`config.mk`:
```
export PLATFORM = sky130hd
export DESIGN_NAME = sm83_mem_resp
export DESIGN_NICKNAME = d
export VERILOG_FILES = /design/src/rtl/sm83_mem_pkg.sv /design/src/rtl/sm83_mem_pfbuf.sv /design/src/rtl/sm83_mem_resp.sv
export SDC_FILE = /design/constraint.sdc
export NUM_CORES = 1
export LEC_CHECK = 0
export BUFFER_PORTS_ARGS = -buffer_cell sky130_fd_sc_hd__buf_2
export CAP_MARGIN = 20
export CORE_UTILIZATION = 30
export CTS_BUF_LIST = sky130_fd_sc_hd__clkbuf_4 sky130_fd_sc_hd__clkbuf_8
export CTS_CLUSTER_DIAMETER = 100
export DETAILED_ROUTE_END_ITERATION = 16
export GPL_TIMING_DRIVEN = 0
export SETUP_SLACK_MARGIN = 0.1
export SLEW_MARGIN = 10
export SYNTH_ARGS = -nofsm -noshare
export SYNTH_HDL_FRONTEND = slang
export SYNTH_SLANG_ARGS = --single-unit
```
`constraint.sdc`:
```
create_clock -name clk -period 5.4 [get_ports clk]
set_input_delay 0.81 -clock clk [delete_from_list [all_inputs] [get_ports clk]]
set_output_delay 0.81 -clock clk [all_outputs]
set_load 0.005 [all_outputs]
```
`src/rtl/sm83_mem_pkg.sv`:
```
// Shared types for the SM83 memory responder: FSM states, CPU address layout
// and the default start of the side-effecting I/O window.
package sm83_mem_pkg;

  typedef enum logic [2:0] {
    ST_IDLE,
    ST_RD_MISS,
    ST_WR,
    ST_PF,
    ST_PF_HOLD
  } mem_state_t;

  typedef struct packed {
    logic [7:0] hi;
    logic [7:0] lo;
  } adr_t;

  localparam int unsigned IO_BASE_DEF = 32'h0000_ff00;

endpackage

```
`src/rtl/sm83_mem_pfbuf.sv`:
```
// Single-entry sequential prefetch buffer: tag/data/valid plus the hit
// comparator shared by the IDLE lookup and the PF_HOLD resolution.
module sm83_mem_pfbuf
  import sm83_mem_pkg::*;
#(
  parameter int          ADR_WIDTH = 16,
  parameter int unsigned IO_BASE   = IO_BASE_DEF
) (
  input  logic                 clk,
  input  logic                 reset,
  input  logic [ADR_WIDTH-1:0] lookup_adr,
  input  logic                 launch,
  input  logic [ADR_WIDTH-1:0] launch_adr,
  input  logic                 load,
  input  logic [7:0]           load_data,
  input  logic                 invalidate,
  input  logic                 snoop_v,
  input  logic [ADR_WIDTH-1:0] snoop_adr,
  output logic                 hit,
  output logic                 tag_eq,
  output logic [7:0]           data
);

  localparam logic [ADR_WIDTH-1:0] IO_LIM = ADR_WIDTH'(IO_BASE);

  logic                 valid;
  logic [ADR_WIDTH-1:0] tag;
  logic [7:0]           data_q;

  assign tag_eq = (tag == lookup_adr);
  assign hit    = valid && tag_eq && (lookup_adr < IO_LIM);
  assign data   = data_q;

  // A launch retags and empties the entry; the data arrives later via load.
  always_ff @(posedge clk) begin
    if (!reset) begin
      valid  <= 1'b0;
      tag    <= '0;
      data_q <= '0;
    end else if (launch) begin
      tag   <= launch_adr;
      valid <= 1'b0;
    end else begin
      if (load) begin
        data_q <= load_data;
        valid  <= (tag < IO_LIM);
      end
      if (invalidate || (snoop_v && snoop_adr == tag))
        valid <= 1'b0;
    end
  end

endmodule

```
`src/rtl/sm83_mem_resp.sv`:
```
// SM83 bus responder: turns CPU rd/wr strobes into req/ack memory cycles and
// speculatively fetches A+1 after every read so linear fetches hit.
module sm83_mem_resp
  import sm83_mem_pkg::*;
#(
  parameter int          ADR_WIDTH = 16,
  parameter int unsigned IO_BASE   = IO_BASE_DEF,
  parameter bit          PREFETCH  = 1'b1
) (
  input  logic                 clk,
  input  logic                 reset,
  input  logic [ADR_WIDTH-1:0] apin,
  input  logic                 cpu_rd,
  input  logic                 cpu_wr,
  input  logic [7:0]           cpu_din,
  output logic [7:0]           cpu_dout,
  output logic                 cpu_ready,
  output logic [ADR_WIDTH-1:0] mem_adr,
  output logic                 mem_rd,
  output logic                 mem_wr,
  output logic [7:0]           mem_wdata,
  input  logic [7:0]           mem_rdata,
  input  logic                 mem_ack
);

  localparam logic [ADR_WIDTH-1:0] IO_LIM = ADR_WIDTH'(IO_BASE);

  mem_state_t state, state_nxt;

  logic                 req_v;
  logic [ADR_WIDTH-1:0] hold_adr;
  logic [7:0]           hold_wdata;
  logic                 hold_wr;

  logic                 in_hold;
  logic [ADR_WIDTH-1:0] eff_adr;
  logic [7:0]           eff_wdata;
  logic                 eff_wr;

  logic                 buf_hit, buf_tag_eq;
  logic [7:0]           buf_data;
  logic                 res_hit;

  logic                 go_issue, go_done, hold_ld, pf_load, wr_done, pf_ok;
  logic [ADR_WIDTH-1:0] done_adr, pf_adr;
  logic [7:0]           done_data;

  logic [7:0]           dout_nxt, wdata_nxt;
  logic [ADR_WIDTH-1:0] adr_nxt;
  logic                 ready_nxt, rd_nxt, wr_nxt;

  // rd+wr together counts as a write.
  assign req_v     = cpu_rd | cpu_wr;
  assign in_hold   = (state == ST_PF_HOLD);
  assign eff_adr   = in_hold ? hold_adr   : apin;
  assign eff_wdata = in_hold ? hold_wdata : cpu_din;
  assign eff_wr    = in_hold ? hold_wr    : cpu_wr;

  // Outside IDLE a hit means the in-flight prefetch is exactly what was asked for.
  assign res_hit = !eff_wr &&
                   ((state == ST_IDLE) ? buf_hit : (buf_tag_eq && eff_adr < IO_LIM));

  sm83_mem_pfbuf #(
    .ADR_WIDTH (ADR_WIDTH),
    .IO_BASE   (IO_BASE)
  ) u_pfbuf (
    .clk        (clk),
    .reset      (reset),
    .lookup_adr (eff_adr),
    .launch     (go_done && pf_ok),
    .launch_adr (pf_adr),
    .load       (pf_load),
    .load_data  (mem_rdata),
    .invalidate (go_issue && res_hit),
    .snoop_v    (go_issue && eff_wr),
    .snoop_adr  (eff_adr),
    .hit        (buf_hit),
    .tag_eq     (buf_tag_eq),
    .data       (buf_data)
  );

  always_ff @(posedge clk) begin
    if (!reset) state <= ST_IDLE;
    else        state <= state_nxt;
  end

  // go_issue: serve a request as IDLE would; go_done: a read completes now.
  always_comb begin
    state_nxt = state;
    go_issue  = 1'b0;
    go_done   = 1'b0;
    hold_ld   = 1'b0;
    pf_load   = 1'b0;
    wr_done   = 1'b0;
    done_adr  = mem_adr;
    done_data = mem_rdata;
    case (state)
      ST_IDLE:    go_issue = req_v;
      ST_RD_MISS: go_done  = mem_ack;
      ST_WR: begin
        if (mem_ack) begin
          wr_done   = 1'b1;
          state_nxt = ST_IDLE;
        end
      end
      ST_PF: begin
        if (mem_ack) begin
          if (req_v) begin
            go_issue = 1'b1;
          end else begin
            pf_load   = 1'b1;
            state_nxt = ST_IDLE;
          end
        end else if (req_v) begin
          hold_ld   = 1'b1;
          state_nxt = ST_PF_HOLD;
        end
      end
      ST_PF_HOLD: go_issue = mem_ack;
      default:    state_nxt = ST_IDLE;
    endcase

    if (go_issue) begin
      if (eff_wr) begin
        state_nxt = ST_WR;
      end else if (res_hit) begin
        go_done   = 1'b1;
        done_adr  = eff_adr;
        done_data = (state == ST_IDLE) ? buf_data : mem_rdata;
      end else begin
        state_nxt = ST_RD_MISS;
      end
    end

    pf_adr = done_adr + ADR_WIDTH'(1);
    pf_ok  = PREFETCH && (pf_adr < IO_LIM);
    if (go_done) state_nxt = pf_ok ? ST_PF : ST_IDLE;
  end

  // mem_rd stays high across a read completion when the prefetch follows.
  always_comb begin
    dout_nxt  = cpu_dout;
    ready_nxt = 1'b0;
    adr_nxt   = mem_adr;
    rd_nxt    = mem_rd;
    wr_nxt    = mem_wr;
    wdata_nxt = mem_wdata;
    if (go_issue && eff_wr) begin
      adr_nxt   = eff_adr;
      wdata_nxt = eff_wdata;
      wr_nxt    = 1'b1;
      rd_nxt    = 1'b0;
    end else if (go_issue && !res_hit) begin
      adr_nxt = eff_adr;
      rd_nxt  = 1'b1;
    end
    if (go_done) begin
      dout_nxt  = done_data;
      ready_nxt = 1'b1;
      rd_nxt    = pf_ok;
      if (pf_ok) adr_nxt = pf_adr;
    end
    if (wr_done) begin
      wr_nxt    = 1'b0;
      ready_nxt = 1'b1;
    end
    if (pf_load) rd_nxt = 1'b0;
  end

  always_ff @(posedge clk) begin
    if (!reset) begin
      cpu_dout   <= '0;
      cpu_ready  <= 1'b0;
      mem_adr    <= '0;
      mem_rd     <= 1'b0;
      mem_wr     <= 1'b0;
      mem_wdata  <= '0;
      hold_adr   <= '0;
      hold_wdata <= '0;
      hold_wr    <= 1'b0;
    end else begin
      cpu_dout  <= dout_nxt;
      cpu_ready <= ready_nxt;
      mem_adr   <= adr_nxt;
      mem_rd    <= rd_nxt;
      mem_wr    <= wr_nxt;
      mem_wdata <= wdata_nxt;
      if (hold_ld) begin
        hold_adr   <= apin;
        hold_wdata <= cpu_din;
        hold_wr    <= cpu_wr;
      end
    end
  end

endmodule

```
# After elaboration in Yosys (flattened, before gate mapping)
# Cells that the tools add are included.
[word_totals]
reg_bits = 88
inputBits = 37
out_inout_bits = 35
[op_classes]
n_addsub = 1
n_lt_le_gt_ge = 3
eq_ne = 6
muxes = 44
n_bitwise = 3
reduce_logical = 19
[op_table]
columns = ["cell", "n"]
rows = [
  ["16-bit 2-to-1 mux", 8],
  ["16-bit less-than comparator, second input constant", 3],
  ["8-bit 2-to-1 mux", 5],
  ["16-bit == test", 2],
  ["3-bit 2-to-1 mux", 8],
  ["1-bit 2-to-1 mux", 20],
  ["16-bit by 1-bit adder with 16-bit output, second input constant", 1],
  ["1-bit logical AND", 9],
  ["3-bit case mux with 3 select lines", 1],
  ["3-bit by 2-bit == test with 1-bit output, second input constant", 2],
  ["3-bit OR reduction", 2],
  ["2-bit OR reduction", 2],
  ["3-bit by 1-bit == test with 1-bit output, second input constant", 1],
  ["3-bit == test, second input constant", 1],
  ["3-bit logical NOT", 1],
  ["1-bit case mux with 3 select lines", 1],
  ["3-bit nonzero test", 1],
  ["1-bit logical NOT", 2],
  ["2-bit 2-to-1 mux", 1],
  ["1-bit inverter", 2],
  ["2-bit AND reduction", 1],
  ["1-bit logical OR", 1],
  ["1-bit OR", 1],
]

# Longest topological paths before layout
[logic_depth]
word_depth = 15
mapped_depth = 26

# Modules after synthesis
# Synthesis repeated with hierarchy kept, for this count alone.
[unflattened]
cells_unflattened = 676
hier_area_um2 = 5401.4
[by_module_without_submodules]
columns = ["module", "n_inst", "cells_each", "area_per_inst_um2", "seq_area_each_um2"]
rows = [
  ["sm83_mem_resp", 1, 545, 4068.9, 1261.2],
  ["sm83_mem_pfbuf", 1, 131, 1332.5, 500.5],
]

# Least setup slack after synthesis
# OpenSTA, ideal clock, no wires.
[synth_timing]
path_kind = "input-to-reg"
start = "input cpu_wr"
end = "register u_pfbuf.tag[10]"
setup_time_ps = 135
t_arrival_ps = 4995
slack_ps = 270
cell_stages = 24
cell_sequence = "clkbuf_1 -> o21ai_0 -> o21ai_1 -> a21oi_1 -> nor4_1 -> nand4_1 -> buf_2 -> buf_1 -> clkbuf_1 -> nand2_1 -> o21ai_0 -> ha_1 -> clkbuf_1 -> and4_1 -> nand2_1 -> nor2_1 -> xor2_1 -> nand3_1 -> mux2i_1 -> o31ai_2 -> nor3_2 -> nand3b_1 -> buf_2 -> o22ai_1"
[synth_via]
elab_chain_len = 9
word_cells_on_any_way = 16
cone_classes = "add/sub (1); order compare (1); mux (10); bitwise (1); reduce/logical (3)"
[synth_rtl]
columns = ["item", "line", "text"]
rows = [
  ["from (decl)", "sm83_mem_resp.sv:14", "input logic cpu_wr,"],
  ["branches (longest 9 deep; another with 16-bit by 1-bit adder with 16-bit output)", "--", ""],
  ["to (signal assigned)", "sm83_mem_pfbuf.sv:41", "tag <= launch_adr;"],
  ["to (decl)", "sm83_mem_pfbuf.sv:27", "logic [ADR_WIDTH-1:0] tag;"],
]
# Several ways; the timed one is not identified.
# A chain may end at the register's enable or synchronous reset.

# Worst setup path in the final report
[layout_timing]
start = "register state[1]"
end = "register u_pfbuf.tag[4]"
[layout_via]
elab_chain_len = 13
word_cells_on_any_way = 25
cone_classes = "add/sub (1); order compare (2); eq/ne (4); mux (11); reduce/logical (7)"
[layout_rtl]
columns = ["item", "line", "text"]
rows = [
  ["from (decl)", "sm83_mem_resp.sv:28", "mem_state_t state, state_nxt;"],
  ["from (signal assigned)", "sm83_mem_resp.sv:84", "else state <= state_nxt;"],
  ["branches (longest 13 deep; another with 16-bit less-than comparator)", "--", ""],
]
# Several ways; the timed one is not identified.

==> metrics.yaml <==
outcome: "completed"
p_per_area_nw_per_um2: 265
vias: 5164
dp_hpwl_mm: 12.8
numPortBuffers: 69
first_global_vias: 4897
clockRootBuffer: "clkbuf_8"
hold_viol_final: 0
fin_setup_tns_ps: 0
vias_per_cell: 5.27
path_clk_slew_ps: 80
cts.sinks: 88
timing.fmax_mhz: 199
start_util_pct: 31.0
cts_tree: "built"
holdCritPathClass: "register to register"
syn_nets: 702
ys.flop_type: "dfxtp_1"
syn_area_per_cell_um2: 7.84
netlist.area_leader.share_pct: 33.9
synth_edf_count: 0
yosys_warnings: 0
numCtsBuffers: 9
cts_buffer_depth: 2
areaGrowthSynthToFinish_pct: 20.0
insertedDiodeCount: 0
fin_crit_ps: 5040
htreeDepth: 3
placementRows: 47
maxCapViolCount: 0
overflow: 0
async_reset_ff_share_pct: 0
holdCritStartpoint: "u_pfbuf.data[7]"
synth.distinct_cells: 59
ios: 72
die_y_um: 134
yosysSeqAreaShare_pct: 33.9
arrival_ps: 5270
setup_viol: 0
synthCells: 664
critPathCaptureType: "register"
grt_pass1_wl_mm: 27.0
netlist_top_cells_area: "dfxtp_1, nand2_1, mux2i_1, a21boi_0, xor2_1"
r2r_start: "state[1]"
dr.pass1.iters: 7
place_congestion: 0.915
nNetsFinal: 792
drive_gt1_share_pct: 17.5
fin_crit_sh_pct: 93.2
wl_per_cell_um: 17.7
final_common_cell: "nand2_1"
fp.dieArea_um2: 17900
coreArea_um2: 16800
wl_mm: 17.3
critPathMaxFanout: 15
yosys_register_bits: 88
clock_latency_ps: 400
p_leak_nw: 2.59
detail-route-antenna-nets: 0
crit_type: "register to register"
fin_worst_skew_ps: 20.5
n_fill_cell: 1766
ir_worst_vdd_mv: 0.127
synth_top_area_cell: "dfxtp_1"
crit_start: "state[1]"
antenna_found_initial: 0
grt_start_max_net_pins: 15
mostFrequentLayoutCells: "nand2_1, dfxtp_1, buf_2, nor2_1, a21boi_0"
die_w_um: 134
synth_area_um2: 5200
worstMarginPinSlew_ps: 882
timing.hold.ws_ps: 467
drt-initial-drc-count: 459
drc: 0
slew_violations: 0
cp_data_required_time_ps: 5640
track_usage_pct: 19.8
grt_setup_unrepaired: "no"
maxSlewHeadroom_pct: 40.7
worst_setup_path_start_kind: "register"
-- registers in the layout, indices dropped and copies added, names as in the netlist --
signal / cells
hold_adr: 16
mem_adr: 16
u_pfbuf.tag: 16
cpu_dout: 8
hold_wdata: 8
mem_wdata: 8
u_pfbuf.data: 8
state: 3
cpu_ready: 1
hold_wr: 1
mem_rd: 1
mem_wr: 1
u_pfbuf.valid: 1
-- Yosys cell counts, types with 4 or more instances --
cell,n
a21oi_1,24
buf_2,6
o22ai_1,19
o21a_1,4
or3_1,4
nand2b_1,12
nand3b_1,4
clkbuf_1,31
and2_1,7
nand3_1,27
dfxtp_1,88
nor4_1,4
o211a_1,19
xor2_1,24
nor3b_1,5
mux2i_1,29
nand2_1,130
nor2b_1,10
inv_1,15
xnor2_1,12
nand4_1,7
o21ai_0,27
nor3_1,14
and3_1,7
nor2_1,40
a21boi_0,35
-- stage by stage --
| step | util (%) | instances | area (µm²) | total power, mW | setup WS (ps) |
|---|---|---|---|---|---|
| after floorplan | - | 664 | 5200 | 0.974 | 270 |
| after global placement | 34.7 | 953 | 5820 | 1.11 | -1340 |
| after detailed placement | 34.7 | 953 | 5820 | 1.11 | -1320 |
| after CTS | 36.6 | 973 | 6140 | 1.65 | 128 |
| after global routing | 37.3 | 979 | 6240 | 1.73 | 99.1 |
| final | 37.3 | 979 | 6240 | 1.66 | 365 |
-- path summary, 6_finish.rpt --
kind	endpoint	slack [ps]	cells after the start
hold reg to reg	u_pfbuf.data[7]	470	2
hold / removal	u_pfbuf.data[7]	470	2
setup / recovery	u_pfbuf.tag[4]	360	20
setup reg to reg	u_pfbuf.tag[4]	360	20
-- final cells by class --
| class | instances | area [µm²] | area share [%] |
|---|---|---|---|
| inverter | 15 | 56.3 | 0.902 |
| buffer | 40 | 196 | 3.15 |
| multi-input combinational | 520 | 3300 | 52.9 |
| sequential | 88 | 1760 | 28.2 |
| clock buffer | 11 | 145 | 2.32 |
| timing repair buffer | 80 | 428 | 6.85 |
| clock inverter | 5 | 80.1 | 1.28 |
| tap | 220 | 275 | 4.41 |
-- cells by family (layout without fill, tap and decap cells) --
family,after synthesis,after routing,synth area share (%)
xor gates and xnor gates,36,36,6.06
buffers and inverters,56,151,4.47
AOI/OAI and AO/OA,166,166,22.6
and+or+nand+nor,283,283,26.0
adders and majority gates,1,1,0.240
muxes,34,34,6.81
DFF,88,88,33.9
-- metal layers --
| metal | routed length (µm) | GRT usage [%] | up-vias |
|---|---|---|---|
| met5 | 0 | 0 | - |
| met1 | 8110 | 26.3 | 2382 |
| li1 | - | - | 2535 |
| met3 | 1190 | 4.34 | 44 |
| met4 | 500 | 7.64 | 0 |
| met2 | 7540 | 31.1 | 203 |
-- power by group --
| part | internal (mW) | switching [mW] |
|---|---|---|
| sequential | 0.698 | 0.0513 |
| combinational | 0.151 | 0.219 |
| clock | 0.278 | 0.260 |
-- repair_timing --
action                                 4_1_cts  5_1_grt
endpoints found under the hold margin        0        0
buffers inserted                             4        7
hold buffers                                 0        0
gates resized for setup                     20       15
pin swaps                                    5        4
setup endpoints to repair                   36       33
-- worst max-delay path: stages, from the launching register on --
cell and delay [ps]:
dfxtp_1 360, or3b_1 390, buf_6 160, mux2i_2 220, a2111oi_4 400, nor3b_2 230
nand4_1 220, buf_6 230, buf_4 180, nand2_1 60, o21ai_1 60, ha_1 180
clkbuf_4 180, o21a_1 170, or4bb_1 490, a211oi_1 430, o31ai_4 140, nor3_2 190
nand3b_1 240, buf_4 250, o22ai_1 110
Power figures use the tool's default switching activity.
